<file path="config.mk">
export PLATFORM = sky130hd
export DESIGN_NAME = pc_sequencer
export DESIGN_NICKNAME = d
export VERILOG_FILES = /design/src/rtl/pc_sequencer.sv
export SDC_FILE = /design/constraint.sdc
export NUM_CORES = 1
export LEC_CHECK = 0
export CORE_MARGIN = 5
export CORE_UTILIZATION = 40
export DETAILED_ROUTE_END_ITERATION = 8
export GPL_TIMING_DRIVEN = 0
export PLACE_DENSITY = 0.77
export SLEW_MARGIN = 20
export SYNTH_ARGS = -nofsm -noshare
export SYNTH_HDL_FRONTEND = slang
export SYNTH_SLANG_ARGS = --single-unit
</file>
<file path="constraint.sdc">
create_clock -name clk -period 3.6 [get_ports clk]
set_input_delay 1.08 -clock clk [delete_from_list [all_inputs] [get_ports clk]]
set_output_delay 1.08 -clock clk [all_outputs]
set_load 0.01 [all_outputs]
</file>
<file path="src/rtl/pc_sequencer.sv">
// pc_sequencer: multicycle PC-update controller.
// Owns the PC-source mux select and the PC/EPC/MDR write strobes. Accepts one
// PC-update request per instruction and runs the exception-entry sequence
// (save EPC, fetch vector byte into MDR, load PC from MDR).
//
// Handshake: a request transfers on a rising edge where req_valid and
// req_ready are both high; req_ready is high only in IDLE with no exception
// input asserted, so a pending exception always wins over a pending request.
`timescale 1ns/1ps

module pc_sequencer #(
  parameter int         MEM_WAIT   = 2,
  parameter logic [7:0] VEC_OPCODE = 8'd253,
  parameter logic [7:0] VEC_OVF    = 8'd254,
  parameter logic [7:0] VEC_DIV0   = 8'd255
) (
  input  logic       clk,
  input  logic       reset_n,
  input  logic       req_valid,
  input  logic [2:0] req_kind,
  input  logic       branch_taken,
  output logic       req_ready,
  input  logic       exc_opcode,
  input  logic       exc_ovf,
  input  logic       exc_div0,
  output logic       exc_ack,
  output logic [2:0] pc_source,
  output logic       pc_write,
  output logic       epc_write,
  output logic [7:0] vec_addr,
  output logic       vec_read,
  output logic       mdr_write,
  output logic       done,
  output logic [2:0] dbg_state
);

  typedef enum logic [2:0] {
    S_IDLE     = 3'd0,
    S_ISSUE    = 3'd1,
    S_EXC_SAVE = 3'd2,
    S_EXC_WAIT = 3'd3,
    S_EXC_LOAD = 3'd4,
    S_EXC_JUMP = 3'd5
  } state_t;

  // Last value of the wait counter before moving on to EXC_LOAD.
  localparam logic [3:0] WAIT_LAST = (MEM_WAIT > 0) ? 4'(MEM_WAIT - 1) : 4'd0;

  state_t     state;
  state_t     state_nxt;
  logic [3:0] wait_cnt;
  logic [2:0] kind_q;
  logic       taken_q;
  logic [7:0] vec_q;
  logic       exc_any;
  logic [7:0] vec_sel;
  logic       kind_valid;

  assign exc_any   = exc_opcode | exc_ovf | exc_div0;
  assign dbg_state = state;

  // Fixed exception priority: invalid opcode, then overflow, then divide-by-zero.
  always_comb begin
    vec_sel = VEC_DIV0;
    if (exc_opcode)   vec_sel = VEC_OPCODE;
    else if (exc_ovf) vec_sel = VEC_OVF;
  end

  // Kinds 100, 110 and 111 are not PC sources a request may select.
  always_comb begin
    kind_valid = (kind_q == 3'b000) || (kind_q == 3'b001) || (kind_q == 3'b010) ||
                 (kind_q == 3'b011) || (kind_q == 3'b101);
  end

  // State register.
  always_ff @(posedge clk or negedge reset_n) begin
    if (!reset_n) state <= S_IDLE;
    else          state <= state_nxt;
  end

  // Latch the request or the exception vector on the IDLE decision edge.
  always_ff @(posedge clk or negedge reset_n) begin
    if (!reset_n) begin
      kind_q  <= 3'd0;
      taken_q <= 1'b0;
      vec_q   <= 8'd0;
    end else if (state == S_IDLE) begin
      if (exc_any) begin
        vec_q <= vec_sel;
      end else if (req_valid) begin
        kind_q  <= req_kind;
        taken_q <= branch_taken;
      end
    end
  end

  // Memory-wait counter: cleared in EXC_SAVE, counts through EXC_WAIT.
  always_ff @(posedge clk or negedge reset_n) begin
    if (!reset_n)                  wait_cnt <= 4'd0;
    else if (state == S_EXC_SAVE)  wait_cnt <= 4'd0;
    else if (state == S_EXC_WAIT)  wait_cnt <= wait_cnt + 4'd1;
  end

  // Next-state logic; exception inputs are only looked at in IDLE.
  always_comb begin
    state_nxt = state;
    case (state)
      S_IDLE: begin
        if (exc_any)        state_nxt = S_EXC_SAVE;
        else if (req_valid) state_nxt = S_ISSUE;
      end
      S_ISSUE:    state_nxt = S_IDLE;
      S_EXC_SAVE: state_nxt = (MEM_WAIT == 0) ? S_EXC_LOAD : S_EXC_WAIT;
      S_EXC_WAIT: begin
        if (wait_cnt == WAIT_LAST) state_nxt = S_EXC_LOAD;
      end
      S_EXC_LOAD: state_nxt = S_EXC_JUMP;
      S_EXC_JUMP: state_nxt = S_IDLE;
      default:    state_nxt = S_IDLE;
    endcase
  end

  // Moore output decode from state plus latched kind/taken/vector.
  always_comb begin
    req_ready = 1'b0;
    exc_ack   = 1'b0;
    pc_source = 3'b000;
    pc_write  = 1'b0;
    epc_write = 1'b0;
    vec_addr  = 8'd0;
    vec_read  = 1'b0;
    mdr_write = 1'b0;
    done      = 1'b0;
    case (state)
      S_IDLE: begin
        // Held low while reset is asserted even though the state is IDLE.
        req_ready = reset_n && !exc_any;
      end
      S_ISSUE: begin
        done = 1'b1;
        if (kind_valid) begin
          pc_source = kind_q;
          pc_write  = !((kind_q == 3'b001) && !taken_q);
        end
      end
      S_EXC_SAVE: begin
        epc_write = 1'b1;
        exc_ack   = 1'b1;
        vec_read  = 1'b1;
        vec_addr  = vec_q;
      end
      S_EXC_WAIT: begin
        vec_read = 1'b1;
        vec_addr = vec_q;
      end
      S_EXC_LOAD: begin
        mdr_write = 1'b1;
        vec_addr  = vec_q;
      end
      S_EXC_JUMP: begin
        pc_source = 3'b100;
        pc_write  = 1'b1;
        done      = 1'b1;
      end
      default: ;
    endcase
  end

endmodule

</file>
==> impl_metrics.ini, run 1 <==
[min_path]
hold_path_class = reg2reg

[layout]
final_core_utilization = 0.610
layout-drive-gt1-share = 0.183
regArea_um2 = 350
fin_nets = 128
fill_cells = 181
areaGrowthSynthToFinish_pct = 49.3
multiInputGateArea_um2 = 347
antenna_cells = 0

[logic_synthesis]
synth_seq_cells = 14
synth_top_cells_by_count = 14 x dfrtp_1, 7 x inv_1, 7 x nand2b_1, 7 x nor2_1, 6 x buf_4
yosysWarnings = 0
netlist-cell-type-count = 26
syn_nets = 92
ys.flop_type = dfrtp_1
synth_edf_count = 0
async_flop_share = 1.00
synthCells = 80
yosys.cell_count.top_type = dfrtp_1
synth_top_area_share = 0.451
yosysTopAreaCell = dfrtp_1
synth_seq_area_share = 0.451
avgSynthCellArea_um2 = 9.71
synth_area_leaders = dfrtp_1 45%, buf_4 5.8%, mux2_2 5.8%, nand2b_1 5.6%, inv_1 3.4%
netlist_area_um2 = 777

[clock_network]
clkTransAtPathRegs_ps = 90
cts_buffers = 3
cts_tree = yes
cts_max_level = 1
cts.sinks = 14
cts_buffer_depth = 2
clk_latency_ps = 280
clock-root-buffer = clkbuf_4

[detailed_routing]
vias = 684
postRouteAntennaNets = 0
routed_wl_mm = 1.73
drtPass1Iterations = 4
drc = 0
first_iter_violations = 6
wl_per_cell_um = 12.2
vias_per_cell = 4.82

[timing]
rsz0062_at_grt = no
tightest_slew_ps = 429
holdWs_ps = 463
setup_viol = 0
post-route-min-period_ps = 3280
slew_violations = 0
final_hold_viol_count = 0
fmax_mhz = 305
period_share = 0.911
skew_ps = 6.61
slew_headroom = 0.707

[worst_setup_path]
cp_max_fo = 9
cp_data_required_time_ps = 2520
start_kind = flip-flop
critPathCaptureType = output pin
path_class = reg2out
arrival_ps = 2200

[pwr]
ir_drop_mv = 0.453
pwr-share-comb = 0.626
pwr-share-clk = 0.109
p_leak_nw = 0.553
sw_frac_of_total = 0.366
power_frac_seq = 0.265
p_sw_mw = 0.382
internal_power_mw = 0.662
power_density_nw_per_um2 = 900

[floorplan]
num_rows = 16
ios = 31
die_y_um = 54.1
die_x_um = 54.1
core_um2 = 1900
die_area_um2 = 2920
initial_utilization = 0.409

[global_routing]
grt_pass1_vias = 693
grt_pass1_wl_mm = 2.99
grt.overflow.total = 0
grtUsageTotal = 0.141
antenna_found_initial = 0
grt_max_degree = 16

[placed_design]
place_congestion = 0.689
numPortBuffers = 30
dp_hpwl_mm = 1.32

[flow_run]
cap_viol_max_count = 0

[status]
status = completed
worst paths after layout:
kind | from | slack, ps | cells past startpoint | endpoint
hold reg to reg | vec_q[6] | 460 | 1 | vec_q[6]
min in group asynchronous | reset_n | 690 | 1 | dbg_state[0]
max in group asynchronous | reset_n | 2650 | 1 | wait_cnt[3]
setup / recovery | dbg_state[2] | 320 | 7 | vec_addr[4]
hold / removal | vec_q[6] | 460 | 1 | vec_q[6]
setup reg to reg | dbg_state[0] | 2060 | 4 | taken_q
kinds of logic (layout without fill, tap and decap cells):
family	Yosys count	count (layout)	share of synthesized area
and+or+nand+nor	34	34	0.250
buffers and inverters	15	50	0.113
DFF	14	14	0.451
AOI/OAI and AO/OA	9	9	0.0709
muxes	6	6	0.0837
adders and majority gates	2	2	0.0322
routing by layer:
| metal | vias to the layer above | wire [um] | global-route usage | share of wire |
|---|---|---|---|---|
| met5 | - | 0 | 0 | 0 |
| met4 | 0 | 36 | 0.0581 | 0.021 |
| met3 | 5 | 118 | 0.0499 | 0.068 |
| met2 | 27 | 839 | 0.230 | 0.48 |
| met1 | 318 | 739 | 0.167 | 0.43 |
| li1 | 334 | - | - | - |
critical path: stages, from the launching register on:
cell             delay (ps)
dfrtp_1                 470
nand2b_1                190
buf_6                   140
inv_1                   110
nor2_1                  110
nor2b_2                 220
buf_4                   150
clkdlybuf4s50_1         530
power groups by stage:
stage	Sequential, mW	Combinational [mW]	Clock (mW)
floorplan	0.274	0.355	0
global placement	0.278	0.644	0
detailed placement	0.280	0.657	0
CTS	0.277	0.661	0.115
global route	0.291	0.724	0.120
finish	0.277	0.654	0.113
per-stage QoR:
| step | area, um2 | cells | worst slack, ps | setup TNS (ps) | power (mW) |
|---|---|---|---|---|---|
| 2_1_floorplan | 777 | 80 | 969 | 0 | 0.629 |
| 3_3_place_gp | 1110 | 137 | -271 | -271 | 0.922 |
| 3_5_place_dp | 1110 | 137 | -303 | -303 | 0.937 |
| 4_1_cts | 1150 | 141 | 2.61 | 0 | 1.05 |
| 5_1_grt | 1160 | 142 | 134 | 0 | 1.14 |
| 6_report | 1160 | 142 | 320 | 0 | 1.04 |
state kept, by name, summed over array words and instances, names as in the netlist:
signal     cells
vec_q          3
kind_q         3
wait_cnt       4
taken_q        1
dbg_state      3
timing repair:
item,in CTS,in global routing
setup buffers,0,1
hold buffers,0,0
hold endpoints to repair,0,0
endpoints found under the setup margin,1,4
resized for setup,3,3
pin swaps,0,1
cell type report:
class                   instances  area share
plain buffers                   8      0.0529
clock buffers                   4      0.0313
inverters                       7      0.0227
multi-input cells              51       0.299
flip-flops and latches         14       0.302
well taps                      27      0.0291
repair buffers                 31       0.263
cell usage in the layout (no fill, tap or decap), types with 2 or more instances in the layout:
| cell | count |
|---|---|
| nand2_1 | 5 |
| a21oi_1 | 2 |
| mux2_2 | 4 |
| nor3_2 | 2 |
| o21ai_0 | 4 |
| mux2i_1 | 2 |
| nor2_1 | 7 |
| clkdlybuf4s50_1 | 28 |
| ha_1 | 2 |
| nand3_1 | 5 |
| nand2b_1 | 7 |
| buf_4 | 7 |
| inv_1 | 7 |
| clkbuf_4 | 3 |
| dfrtp_1 | 14 |
(Power assumes the default switching activity.)
==> inputs of run 2 (changes only) <==
Settings changed: CORE_ASPECT_RATIO set to 1.5, CORE_UTILIZATION 40 to 38, GPL_TIMING_DRIVEN 0 to unset, PLACE_DENSITY 0.77 to 0.76.
Clock period 3.6 ns to 2.8 ns, I/O delays scaled along.
==> impl_metrics.ini, run 2 (same netlist as run 1, synthesis figures left out) <==
[layout]
layout_common_cells = 23 x clkdlybuf4s50_1, 13 x dfrtp_1, 7 x inv_1, 7 x nand2b_1, 7 x nor2_1
final_common_cell = clkdlybuf4s50_1
areaGrowthSynthToFinish_pct = 44.3
fin_nets = 124
largest_register = wait_cnt
antenna_cells = 0
layout-drive-gt1-share = 0.164
stdcell_area_um2 = 1120
largest_reg_flops = 4
final_core_utilization = 0.560

[timing]
rsz0062_at_grt = no
post-route-min-period_ps = 2730
tightest_slew_ps = 288
period_share = 0.976
final.setup.tns_ps = 0
fmax_mhz = 366
setup_viol = 0
skew_ps = 8.09
slew_headroom = 0.805
slew_violations = 0
final_hold_viol_count = 0

[detailed_routing]
routed_wl_mm = 1.71
drc = 0
drtPass1Iterations = 4
wl_per_cell_um = 12.9
vias_per_cell = 5.03
postRouteAntennaNets = 0
vias = 664
first_iter_violations = 3

[pwr]
internal_power_mw = 0.741
p_leak_nw = 0.546
power_frac_seq = 0.299
pwr-share-clk = 0.092
sw_frac_of_total = 0.394
p_sw_mw = 0.482
ir_drop_mv = 0.640
p_total_mw = 1.22
pwr-share-comb = 0.609
power_density_nw_per_um2 = 1090

[clock_network]
cts_buffers = 3
clkTransAtPathRegs_ps = 80
cts.sinks = 14
ctsHoldBuffers = 0
clock-root-buffer = clkbuf_4
cts_max_level = 1
cts_tree = yes
clk_latency_ps = 280
cts_buffer_depth = 2

[flow_run]
cap_viol_max_count = 0

[placed_design]
dpl_cell_area_um2 = 1070
dp_hpwl_mm = 1.35
numPortBuffers = 30
place_congestion = 0.696

[worst_setup_path]
cp_max_fo = 5
arrival_ps = 1890
critPathCaptureType = output pin
path_class = reg2out
cp_data_required_time_ps = 1960
r2r_setup_slack_ps = 1240
start_kind = flip-flop

[status]
status = completed

[global_routing]
grt.overflow.total = 0
grtUsageTotal = 0.132
grt_pass1_vias = 710
grt_pass1_wl_mm = 2.98
grt_max_degree = 15
antenna_found_initial = 0

[floorplan]
die_area_um2 = 3070
core_um2 = 2000
die_x_um = 46.9
num_rows = 20
ios = 31
die_y_um = 65.4
initial_utilization = 0.388

[min_path]
hold_path_class = reg2reg
-- run 2: changes by cell type in the layout (fill, tap and decap cells not counted), sizes merged --
cell / before / now
buf: 9 / 5
clkbuf: 5 / 4
dlygate4sd2: 0 / 2
clkdlybuf4s50: 28 / 23
dlymetal6s2s: 1 / 4
-- run 2: power by group through the flow --
stage,Sequential [mW],Clock [mW],Combinational (mW)
2_1_floorplan,0.353,0,0.456
3_3_place_gp,0.362,0,0.739
3_5_place_dp,0.365,0,0.753
4_1_cts,0.363,0.114,0.752
5_1_grt,0.381,0.123,0.819
6_report,0.366,0.112,0.745
-- run 2: repair_timing --
item                                   in CTS  in global routing
endpoints found under the hold margin       0                  0
pin swaps                                   0                  1
setup endpoints to repair                   8                  6
gates resized for setup                     8                  6
setup buffers                               0                  1
-- run 2: final cells by class --
type,count,area (um2)
fillers,186,881
multi-input cells,51,353
flip-flops and latches,14,352
repair buffers,35,340
well taps,22,27.5
inverters,7,26.3
clock buffers,3,22.5
-- run 2: per-stage QoR --
step                      hold WS, ps  std cells  setup WS (ps)
final                             474        132           67.2
after CTS                         476        131           1.20
after global placement            447        128           -247
after global routing              516        132          0.681
after detailed placement          456        128           -309
after floorplan                   426         80            409
-- run 2: path summary, 6_finish.rpt --
check                        startpoint      endpoint  cells after the start
min reg2reg                    vec_q[6]      vec_q[6]                      1
min in group asynchronous       reset_n  dbg_state[0]                      2
max reg2reg                dbg_state[0]     kind_q[0]                      4
max in group asynchronous       reset_n  dbg_state[2]                      2
max                        dbg_state[1]  pc_source[0]                      3
min                            vec_q[6]      vec_q[6]                      1
-- run 2: metal layers --
layer  wire [um]  up-vias  GRT usage
met5           0        -          0
met3         142        5     0.0356
met4          44        0     0.0727
li1            -      323          -
met2         897       22      0.221
met1         624      314      0.143
-- run 2: worst max-delay path: stages (launching register included) --
cell and delay, ps:
dfrtp_1 420, nand2b_1 220, a2111oi_2 370, clkdlybuf4s50_1 610
==> inputs of run 3 (changes only) <==
Settings changed: ABC_CLOCK_PERIOD_IN_PS set to 2800.
==> results of run 3 <==
Same layout as run 2: the final DEF is identical, and so are final timing and power.
